`config.mk`:
```
export PLATFORM = sky130hd
export DESIGN_NAME = lane_receiver_flat
export DESIGN_NICKNAME = d
export VERILOG_FILES = /design/src/rtl/lane_receiver_if.sv /design/src/rtl/lane_receiver.sv /design/src/flat_wrapper.sv
export SDC_FILE = /design/constraint.sdc
export NUM_CORES = 1
export LEC_CHECK = 0
export ABC_AREA = 1
export CAP_MARGIN = 15
export CORE_AREA = 2 2 139 141
export DETAILED_ROUTE_END_ITERATION = 12
export DIE_AREA = 0 0 141 143
export PLACE_DENSITY = 0.65
export SYNTH_ARGS = -nofsm -noshare
export SYNTH_HDL_FRONTEND = slang
export SYNTH_SLANG_ARGS = --single-unit
```
`constraint.sdc`:
```
create_clock -name clk -period 2.9 [get_ports clk]
set_clock_uncertainty 0.05 [all_clocks]
set_input_delay 0.29 -clock clk [delete_from_list [all_inputs] [get_ports clk]]
set_output_delay 0.29 -clock clk [all_outputs]
set_load 0.02 [all_outputs]
```
`src/rtl/lane_receiver_if.sv`:
```
// Lane-side inputs and AXI-Stream-style outputs of the RX lane receiver.
// The master drives the decoded lane bytes and consumes the word stream; the slave is the receiver.
interface lane_receiver_if #(
  parameter int LANES  = 4,
  parameter int BYTE_W = 8,
  parameter int DATA_W = 32,
  parameter int SEL_W  = 2
);
  logic                      single_lane;
  logic [SEL_W-1:0]          lane_select;
  logic [LANES-1:0]          ctrl_in;
  logic [LANES*BYTE_W-1:0]   data_in;
  logic [DATA_W-1:0]         m_data;
  logic [DATA_W/BYTE_W-1:0]  m_keep;
  logic                      m_valid;
  logic                      m_last;
  logic                      frame_err;

  modport master (
    output single_lane, lane_select, ctrl_in, data_in,
    input  m_data, m_keep, m_valid, m_last, frame_err
  );

  modport slave (
    input  single_lane, lane_select, ctrl_in, data_in,
    output m_data, m_keep, m_valid, m_last, frame_err
  );
endinterface

```
`src/rtl/lane_receiver.sv`:
```
// RX lane receiver: strips idle K-chars, frames on SCP/ECP and reassembles lane bytes
// LSB-first into words, holding one word back so the final word can carry m_last.
module lane_receiver #(
  parameter int LANES  = 4,
  parameter int BYTE_W = 8,
  parameter int DATA_W = 32,
  parameter int SEL_W  = 2
) (
  input  logic           clk,
  input  logic           rst,
  lane_receiver_if.slave bus
);
  typedef enum logic [1:0] {S_IDLE, S_SCP2, S_FRAME, S_ECP2} state_t;
  typedef enum logic [2:0] {EV_NONE, EV_DATA, EV_SCP1, EV_SCP2, EV_ECP1, EV_ECP2, EV_BAD} ev_t;

  localparam logic [BYTE_W-1:0] K_IDLE  = BYTE_W'(8'hBC);
  localparam logic [BYTE_W-1:0] K_SKIP  = BYTE_W'(8'h1C);
  localparam logic [BYTE_W-1:0] K_ALIGN = BYTE_W'(8'h7C);
  localparam logic [BYTE_W-1:0] K_SCP1  = BYTE_W'(8'h5C);
  localparam logic [BYTE_W-1:0] K_SCP2  = BYTE_W'(8'hFB);
  localparam logic [BYTE_W-1:0] K_ECP1  = BYTE_W'(8'hFD);
  localparam logic [BYTE_W-1:0] K_ECP2  = BYTE_W'(8'hFE);

  function automatic logic is_idle(input logic [BYTE_W-1:0] b);
    return (b == K_IDLE) || (b == K_SKIP) || (b == K_ALIGN);
  endfunction

  function automatic ev_t ctrl_ev(input logic [BYTE_W-1:0] b);
    ev_t e;
    if (is_idle(b))      e = EV_NONE;
    else if (b == K_SCP1) e = EV_SCP1;
    else if (b == K_SCP2) e = EV_SCP2;
    else if (b == K_ECP1) e = EV_ECP1;
    else if (b == K_ECP2) e = EV_ECP2;
    else                  e = EV_BAD;
    return e;
  endfunction

  state_t              state_q, state_d;
  logic [SEL_W-1:0]    idx_q, idx_d;
  logic [DATA_W-1:0]   part_q, part_d;
  logic [DATA_W-1:0]   stage_data_q, stage_data_d;
  logic                stage_full_q, stage_full_d;
  logic [SEL_W:0]      mode_q, mode_d;
  logic [DATA_W-1:0]   m_data_q, m_data_d;
  logic [LANES-1:0]    m_keep_q, m_keep_d;
  logic                m_valid_q, m_valid_d;
  logic                m_last_q, m_last_d;
  logic                err_q, err_d;

  logic [BYTE_W-1:0]   lane_byte [LANES];
  logic [LANES-1:0]    idle_v;
  logic [BYTE_W-1:0]   sl_byte;
  logic                sl_k;
  ev_t                 ev, ev_hi, ev_lo;
  logic [DATA_W-1:0]   word;
  logic                word_done;
  logic                abort;

  // Reduce the lane inputs to one framing event per cycle.
  always_comb begin
    for (int i = 0; i < LANES; i++) begin
      lane_byte[i] = bus.data_in[i*BYTE_W +: BYTE_W];
      idle_v[i]    = bus.ctrl_in[i] && is_idle(lane_byte[i]);
    end
    sl_byte = lane_byte[bus.lane_select];
    sl_k    = bus.ctrl_in[bus.lane_select];
    ev_hi   = ctrl_ev(lane_byte[LANES-1]);
    ev_lo   = ctrl_ev(lane_byte[0]);
    ev      = EV_BAD;
    if (bus.single_lane)
      ev = sl_k ? ctrl_ev(sl_byte) : EV_DATA;
    else if (bus.ctrl_in == '0)
      ev = EV_DATA;
    else if (&idle_v)
      ev = EV_NONE;
    else if ((&idle_v[LANES-2:0]) && bus.ctrl_in[LANES-1] &&
             (ev_hi == EV_SCP1 || ev_hi == EV_SCP2))
      ev = ev_hi;
    else if ((&idle_v[LANES-1:1]) && bus.ctrl_in[0] &&
             (ev_lo == EV_ECP1 || ev_lo == EV_ECP2))
      ev = ev_lo;
  end

  always_comb begin
    state_d      = state_q;
    idx_d        = idx_q;
    part_d       = part_q;
    stage_data_d = stage_data_q;
    stage_full_d = stage_full_q;
    mode_d       = mode_q;
    m_data_d     = '0;
    m_keep_d     = '0;
    m_valid_d    = 1'b0;
    m_last_d     = 1'b0;
    err_d        = 1'b0;
    word         = bus.data_in;
    word_done    = 1'b0;
    abort        = 1'b0;

    if (state_q == S_IDLE) mode_d = {bus.single_lane, bus.lane_select};

    if (state_q != S_IDLE && {bus.single_lane, bus.lane_select} != mode_q) begin
      err_d   = 1'b1;
      abort   = 1'b1;
      state_d = S_IDLE;
    end else begin
      case (state_q)
        S_IDLE: begin
          if (ev == EV_SCP1)      state_d = S_SCP2;
          else if (ev != EV_NONE) err_d = 1'b1;
        end
        S_SCP2: begin
          if (ev == EV_SCP2) state_d = S_FRAME;
          else if (ev != EV_NONE) begin
            err_d   = 1'b1;
            state_d = S_IDLE;
          end
        end
        S_FRAME: begin
          case (ev)
            EV_NONE: ;
            EV_DATA: begin
              if (bus.single_lane) begin
                part_d[idx_q*BYTE_W +: BYTE_W] = sl_byte;
                if (idx_q == SEL_W'(LANES-1)) begin
                  word_done = 1'b1;
                  word      = part_d;
                  part_d    = '0;
                  idx_d     = '0;
                end else begin
                  idx_d = idx_q + 1'b1;
                end
              end else begin
                word_done = 1'b1;
              end
            end
            EV_ECP1: begin
              state_d = S_ECP2;
              // The trailing partial will carry last, so the staged word can go now.
              if (idx_q != '0 && stage_full_q) begin
                m_valid_d    = 1'b1;
                m_data_d     = stage_data_q;
                m_keep_d     = '1;
                stage_full_d = 1'b0;
              end
            end
            EV_SCP1: begin
              err_d   = 1'b1;
              abort   = 1'b1;
              state_d = S_SCP2;
            end
            default: begin
              err_d   = 1'b1;
              abort   = 1'b1;
              state_d = S_IDLE;
            end
          endcase
        end
        S_ECP2: begin
          if (ev == EV_ECP2) begin
            if (idx_q != '0) begin
              m_valid_d = 1'b1;
              m_last_d  = 1'b1;
              m_data_d  = part_q;
              for (int i = 0; i < LANES; i++) m_keep_d[i] = (i < int'(idx_q));
            end else if (stage_full_q) begin
              m_valid_d = 1'b1;
              m_last_d  = 1'b1;
              m_data_d  = stage_data_q;
              m_keep_d  = '1;
            end
            abort   = 1'b1;
            state_d = S_IDLE;
          end else if (ev != EV_NONE) begin
            err_d   = 1'b1;
            abort   = 1'b1;
            state_d = S_IDLE;
          end
        end
        default: state_d = S_IDLE;
      endcase
    end

    if (word_done) begin
      if (stage_full_q) begin
        m_valid_d = 1'b1;
        m_data_d  = stage_data_q;
        m_keep_d  = '1;
      end
      stage_data_d = word;
      stage_full_d = 1'b1;
    end

    if (abort) begin
      idx_d        = '0;
      part_d       = '0;
      stage_full_d = 1'b0;
    end
  end

  always_ff @(posedge clk or posedge rst) begin
    if (rst) begin
      state_q      <= S_IDLE;
      idx_q        <= '0;
      part_q       <= '0;
      stage_full_q <= 1'b0;
      mode_q       <= '0;
      m_data_q     <= '0;
      m_keep_q     <= '0;
      m_valid_q    <= 1'b0;
      m_last_q     <= 1'b0;
      err_q        <= 1'b0;
    end else begin
      state_q      <= state_d;
      idx_q        <= idx_d;
      part_q       <= part_d;
      stage_full_q <= stage_full_d;
      mode_q       <= mode_d;
      m_data_q     <= m_data_d;
      m_keep_q     <= m_keep_d;
      m_valid_q    <= m_valid_d;
      m_last_q     <= m_last_d;
      err_q        <= err_d;
    end
  end

  // Staged word content is only meaningful while stage_full_q is set.
  always_ff @(posedge clk) begin
    stage_data_q <= stage_data_d;
  end

  assign bus.m_data    = m_data_q;
  assign bus.m_keep    = m_keep_q;
  assign bus.m_valid   = m_valid_q;
  assign bus.m_last    = m_last_q;
  assign bus.frame_err = err_q;
endmodule

```
`src/flat_wrapper.sv`:
```
// flat-port wrapper written by rule: the top's interface ports become plain ports
module lane_receiver_flat 
#(
  parameter int LANES  = 4,
  parameter int BYTE_W = 8,
  parameter int DATA_W = 32,
  parameter int SEL_W  = 2
)
  (clk, rst, bus_single_lane, bus_lane_select, bus_ctrl_in, bus_data_in, bus_m_data, bus_m_keep, bus_m_valid, bus_m_last, bus_frame_err);
  lane_receiver_if #(.LANES(LANES), .BYTE_W(BYTE_W), .DATA_W(DATA_W), .SEL_W(SEL_W)) bus_i ();
  input  logic clk;
  input  logic rst;
  input wire logic [$bits(bus_i.single_lane)-1:0] bus_single_lane;
  input wire logic [$bits(bus_i.lane_select)-1:0] bus_lane_select;
  input wire logic [$bits(bus_i.ctrl_in)-1:0] bus_ctrl_in;
  input wire logic [$bits(bus_i.data_in)-1:0] bus_data_in;
  output wire logic [$bits(bus_i.m_data)-1:0] bus_m_data;
  output wire logic [$bits(bus_i.m_keep)-1:0] bus_m_keep;
  output wire logic [$bits(bus_i.m_valid)-1:0] bus_m_valid;
  output wire logic [$bits(bus_i.m_last)-1:0] bus_m_last;
  output wire logic [$bits(bus_i.frame_err)-1:0] bus_frame_err;
  assign bus_i.single_lane = bus_single_lane;
  assign bus_i.lane_select = bus_lane_select;
  assign bus_i.ctrl_in = bus_ctrl_in;
  assign bus_i.data_in = bus_data_in;
  assign bus_m_data = bus_i.m_data;
  assign bus_m_keep = bus_i.m_keep;
  assign bus_m_valid = bus_i.m_valid;
  assign bus_m_last = bus_i.m_last;
  assign bus_frame_err = bus_i.frame_err;
  lane_receiver #(.LANES(LANES), .BYTE_W(BYTE_W), .DATA_W(DATA_W), .SEL_W(SEL_W)) u_core (.clk(clk), .rst(rst), .bus(bus_i));
endmodule
```
==> impl_metrics.tcl, run 1 <==
set metrics [dict create \
    status "finished, final reports clean" \
    cp_slowest_stage_delay_ns 0.51 \
    layout_commonest_cell "nand2_1" \
    relSlewSlack_pct 58.3 \
    regToRegEndpoint "u_core.stage_data_q[27]" \
    finalHoldViolCount 0 \
    initial_core_util_pct 34.6 \
    finalWorstSetupSlack_ns 0.136 \
    hp-class "in -> async" \
    dieArea_um2 20200 \
    postLayoutCellArea_um2 8720 \
    slew_violations 0 \
    power.total_mw 3.63 \
    clk_pin_slew_worst_paths_ns 0.07 \
    grt_pass1_wl_um 32200 \
    cts_setup_buffers 0 \
    ys_seq_area_share_pct 45.2 \
    grt_usage_pct 20.6 \
    insertion_delay_ns 0.37 \
    dpl-instance-area_um2 8280 \
    instances_no_fill 1289 \
    via_count 6512 \
    required_ns 3.13 \
    cts_buffers 9 \
    diodes 0 \
    cts_resized 0 \
    syn_area_per_cell_um2 7.27 \
    synth_top_area_cell "dfrtp_1" \
    postSynth.asyncResetShare_pct 70.9 \
    final_cell_mix "330 x nand2_1, 99 x buf_4, 98 x nand3_1" \
    fin_util_pct 46.9 \
    coreArea_um2 18600 \
    cp_common_cell "nand2_1" \
    first_iter_violations 491 \
    netlist_instances 886 \
    synth_edf_count 32 \
    drive_above_1_share_pct 16.6 \
    post-place-cells 1272 \
    min_period_ns 2.76 \
    grt_max_degree 47 \
    cts-htree-levels 3 \
    portBuffers 79 \
    dr.pass1.iters 5 \
    dpl.hpwl_um 15600 \
    die_x_um 141 \
    setup_violations 0 \
    r2r_cells 7 \
    cp-end-kind "flip-flop" \
    drt-total-wl_um 20700 \
    clock-sinks 110 \
    ioPinCount 80 \
    synth_seq_cells 110 \
    critPathLaunchType "input port" \
    cts-root-buf "clkbuf_16" \
    rows 50 \
    syn_area_um2 6440 \
    crit_fanout 17 \
    clock_path_buffers 2 \
    worstSetupStartpoint "bus_data_in[3]" \
    synth_area_leaders "dfrtp_1 30%, nand2_1 20%, edfxtp_1 15%" \
    grt_pass1_vias 6015 \
    syn2layout_area_growth_pct 35.4 \
    fmax_ghz 0.362 \
    crit_arrival_ns 2.99 \
    ys.flop_type "dfrtp_1" \
    crit_path_end "u_core.part_q[17]" \
    worst_pin_slew_ns 0.625 \
    yosysWarnings 0 \
    rrSetupSlack_ns 0.69 \
    slowest_stage "clkdlybuf4s50_1" \
    power.leakage_nw 4.04 \
    synthesis.nets 933 \
    fin_crit_sh_pct 95.3 \
    synthDistinctLibCells 35 \
    power_density_nw_per_um2 416 \
    antenna_found_initial 0 \
    dieHeight_um 143 \
    critPathKind "in -> reg" \
    peakVddDrop_mv 0.319 \
    cp_cell_sequence "clkdlybuf4s50_1 > nand2_1 > nor3_1 > buf_4 > nand2_1 > nand2_1 > nand3_1 > nand3_1 > nand2_2 > nor2_4 > nand2_1 > buf_4 > nor3_4 > clkbuf_16 > nand3_1 > a21oi_1" \
    grt_remaining_overflow 0 \
    hold_buffers 0 \
    place_ws_ns -0.212 \
    fin_nets 1097 \
    via_per_inst 5.05 \
    worstReg2RegStart "u_core.idx_q[1]" \
    synth_top_area_share_pct 30.3 \
    antenna_left 0 \
    routedWlPerCell_um 16.0 \
    max_cap_violations 0 \
    cts_tree "done" \
    place_congestion 0.951 \
    drc 0 \
]
## Yosys cell counts (11+ instances only)
library cell / n
nand2_1: 338
dfrtp_1: 78
a21oi_1: 39
o21ai_1: 11
o22ai_1: 24
buf_2: 16
edfxtp_1: 32
inv_1: 82
nand3_1: 100
nor2_1: 51
o21ai_0: 21
clkbuf_1: 12
## where the power goes
part | switching, mW | leakage [nW] | internal, mW
combinational | 0.448 | 2.53 | 0.298
clock | 0.625 | 0.145 | 0.605
sequential | 0.0237 | 1.37 | 1.63
## sequential cells by signal (all words and copies together) (netlist names), 2 cells and up
name / count
u_core.bus.m_data: 32
u_core.part_q: 32
u_core.stage_data_q: 32
u_core.bus.m_keep: 3
u_core.mode_q: 3
u_core.idx_q: 2
u_core.state_q: 2
## area by class of cell
cell class,count,area (um2)
fill,1822,9860
multi-input combinational,649,3070
sequential,110,2910
timing repair buffer,191,1810
inverter,89,338
tap,234,293
clock buffer,9,225
clock inverter,7,65.1
## metal layers
layer	global-route usage (%)	share of wire [%]	wire (um)	up-vias
li1	-	-	-	3222
met1	28.8	44	9120	3014
met2	32.8	47	9690	247
met3	3.05	7.0	1460	29
met4	7.32	2.0	415	0
met5	0	0	0	-
## kinds of logic (layout without fill, tap and decap cells)
kind of cell	Yosys count	in the layout	share of synthesized area (%)
flip-flops	110	110	45.2
XOR/XNOR	3	3	0.408
AND/OR/NAND/NOR	529	529	34.9
buffers and inverters	127	296	8.24
adder cells (fa/ha/maj)	6	6	1.17
AO/OA/AOI/OAI	111	111	9.99
## through the flow
stage | hold slack (ns) | TNS [ns]
final | 0.265 | 0
after global placement | 0.372 | -13.53
after detailed placement | 0.378 | -16.69
after global routing | 0.336 | -0.00573
after CTS | 0.281 | 0
after floorplan | 0.368 | 0
## worst max-delay path: cells and delay by family
| family | cells | cell delay [ns] |
|---|---|---|
| and+or+nand+nor | 11 | 1.46 |
| AOI/OAI and AO/OA | 1 | 0.14 |
| buffers and inverters | 4 | 1.09 |
## worst min-delay path by stage
stage                       endpoint  cells after the start
2_1_floorplan   u_core.bus.m_data[0]                      2
3_3_place_gp   u_core.bus.m_data[17]                      2
3_5_place_dp    u_core.bus.m_data[4]                      2
4_1_cts            u_core.part_q[13]                      2
5_1_grt        u_core.bus.m_data[19]                      2
6_report        u_core.bus.m_data[2]                      2
(Power assumes the default switching activity.)
==> run 2: changes to the inputs <==
--- a/config.mk
+++ b/config.mk
@@ -5,12 +5,11 @@
 export SDC_FILE = /design/constraint.sdc
 export NUM_CORES = 1
 export LEC_CHECK = 0
-export ABC_AREA = 1
+export ABC_AREA = 0
 export CAP_MARGIN = 15
-export CORE_AREA = 2 2 139 141
+export CORE_AREA = 2 2 154 118
 export DETAILED_ROUTE_END_ITERATION = 12
-export DIE_AREA = 0 0 141 143
-export PLACE_DENSITY = 0.65
+export DIE_AREA = 0 0 156 120
 export SYNTH_ARGS = -nofsm -noshare
 export SYNTH_HDL_FRONTEND = slang
 export SYNTH_SLANG_ARGS = --single-unit
==> impl_metrics.tcl, run 2 <==
set metrics [dict create \
    cts_tree "done" \
    critPathKind "in -> reg" \
    max_cap_violations 0 \
    rrSetupSlack_ns 0.43 \
    power_density_nw_per_um2 431 \
    antenna_found_initial 0 \
    coreArea_um2 17300 \
    dpl.hpwl_um 13900 \
    drc 0 \
    via_count 5651 \
    grt_pass1_wl_um 32400 \
    dr.pass1.iters 5 \
    diodes 0 \
    hold_buffers 0 \
    fin_nets 792 \
    place_congestion 0.920 \
    min_period_ns 2.91 \
    r2r_cells 7 \
    ys.flop_type "dfrtp_1" \
    synth_edf_count 32 \
    cts_buffers 9 \
    final_cell_mix "113 x buf_4, 78 x dfrtp_1, 46 x clkdlybuf4s50_1" \
    insertion_delay_ns 0.36 \
    peakVddDrop_mv 0.313 \
    finalHoldViolCount 0 \
    synthDistinctLibCells 71 \
    synth_top_area_share_pct 32.8 \
    setup_violations 2 \
    relSlewSlack_pct 59.1 \
    layout_commonest_cell "buf_4" \
    antenna_left 0 \
    cp-end-kind "flip-flop" \
    cp_slowest_stage_delay_ns 0.52 \
    netlist_instances 547 \
    crit_cells 15 \
    die_x_um 156 \
    power.leakage_nw 3.74 \
    initial_core_util_pct 34.4 \
    status "finished with violations" \
    grt_usage_pct 22.9 \
    critPathLaunchType "input port" \
    finalWorstSetupSlack_ns -0.0123 \
    cts-root-buf "clkbuf_16" \
    portBuffers 79 \
    postSynth.asyncResetShare_pct 70.9 \
    drt-total-wl_um 21800 \
    synth_top_area_cell "dfrtp_1" \
    instances_no_fill 970 \
    synth_area_leaders "dfrtp_1 33%, edfxtp_1 16%, a32o_1 5.6%" \
    cp_cell_sequence "buf_8 > buf_12 > buf_6 > mux4_2 > buf_6 > nor4b_4 > a31oi_4 > buf_6 > a2111oi_4 > buf_4 > nand4_4 > buf_8 > clkbuf_16 > nand2_2 > o21ai_1" \
    post-place-cells 907 \
    cp_common_cell "buf_6" \
    crit_arrival_ns 2.98 \
    synth_seq_cells 110 \
    ioPinCount 80 \
    first_iter_violations 717 \
    slowest_stage "mux4_2" \
    slew_violations 0 \
    via_per_inst 5.83 \
    rows 42 \
    fin_util_pct 51.1 \
    worst_pin_slew_ns 0.611 \
    yosysWarnings 0 \
    ys_top_cells_by_count "78 x dfrtp_1, 47 x nand2_1, 44 x a21oi_1, 44 x nor2_1, 35 x nor2b_1" \
    dieArea_um2 18700 \
    crit_fanout 8 \
    cts-htree-levels 3 \
    rsz0062_at_grt "true" \
    grt_max_degree 53 \
    syn2layout_area_growth_pct 48.7 \
    clock_path_buffers 2 \
    whs_ns 0.216 \
    drive_above_1_share_pct 37.1 \
    synth_most_common_cell "dfrtp_1" \
    required_ns 2.97 \
    fmax_ghz 0.343 \
    fin_crit_sh_pct 100 \
    clk_pin_slew_worst_paths_ns 0.08 \
    dieHeight_um 120 \
    hp-class "in -> async" \
    cp_top_family "buffers and inverters" \
    routedWlPerCell_um 22.5 \
    syn_area_um2 5950 \
    synthesis.nets 594 \
    clock-sinks 110 \
    violations "setup timing" \
    worst-path-buf-inv 8 \
    ys_seq_area_share_pct 49.0 \
    grt_pass1_vias 5595 \
    grt_remaining_overflow 0 \
    syn_area_per_cell_um2 10.9 \
]
[run 2: layer usage]
| layer | share of wire, % | wire, um | global-route usage (%) |
|---|---|---|---|
| met1 | 43 | 9400 | 33.4 |
| met5 | 0 | 0 | 0 |
| met4 | 3.3 | 712 | 7.97 |
| met3 | 9.1 | 1990 | 3.90 |
| met2 | 44 | 9680 | 34.2 |
[run 2: per-stage QoR]
| step | setup slack (ns) | TNS [ns] | power (mW) | cell area [um2] |
|---|---|---|---|---|
| 6_report | -0.0123 | -0.0127 | 3.81 | 8840 |
| 3_5_place_dp | -0.897 | -96.11 | 2.22 | 7610 |
| 4_1_cts | 0.00150 | 0 | 3.76 | 8470 |
| 5_1_grt | -0.0770 | -0.896 | 3.92 | 8840 |
| 2_1_floorplan | 0.00165 | 0 | 1.93 | 5980 |
| 3_3_place_gp | -0.872 | -91.55 | 2.21 | 7610 |
[run 2: path summary, 6_finish.rpt]
path                                         from                       to
setup / recovery               bus_lane_select[0]  u_core.stage_data_q[16]
hold / removal                                rst     u_core.bus.m_keep[3]
max in group asynchronous                     rst         u_core.part_q[8]
setup reg to reg                  u_core.idx_q[0]     u_core.bus.m_data[8]
min in group clk                  bus_data_in[10]  u_core.stage_data_q[10]
hold reg to reg            u_core.stage_data_q[7]     u_core.bus.m_data[7]
[run 2: final cells by class]
cell class              count  area, um2
clock buffers               9        225
clock inverters             7        119
fillers                  1491       8450
inverters                   6       23.8
multi-input cells         389       3090
flip-flops and latches    110       2910
well taps                 220        275
repair buffers            229       2200
[run 2: kinds of logic after synthesis]
| group | Yosys count | synth area share [%] |
|---|---|---|
| simple gates | 176 | 16.4 |
| fa+ha+maj | 6 | 1.26 |
| compound gates | 178 | 21.5 |
| xor+xnor | 13 | 1.91 |
| mux | 15 | 4.86 |
| flops | 110 | 49.0 |
| buf+inv | 49 | 5.11 |
[run 2: power breakdown]
part	total [mW]	switching (mW)	internal, mW	leakage [nW]
sequential	1.62	0.0151	1.61	1.37
clock	1.41	0.628	0.779	0.166
combinational	0.780	0.406	0.375	2.21
[run 2: repair_timing]
item / in CTS / in global routing
pin swaps: 20 / 35
setup endpoints to repair: 139 / 124
buffers inserted: 32 / 7
gates cloned: 5 / 4
resized for setup: 76 / 108
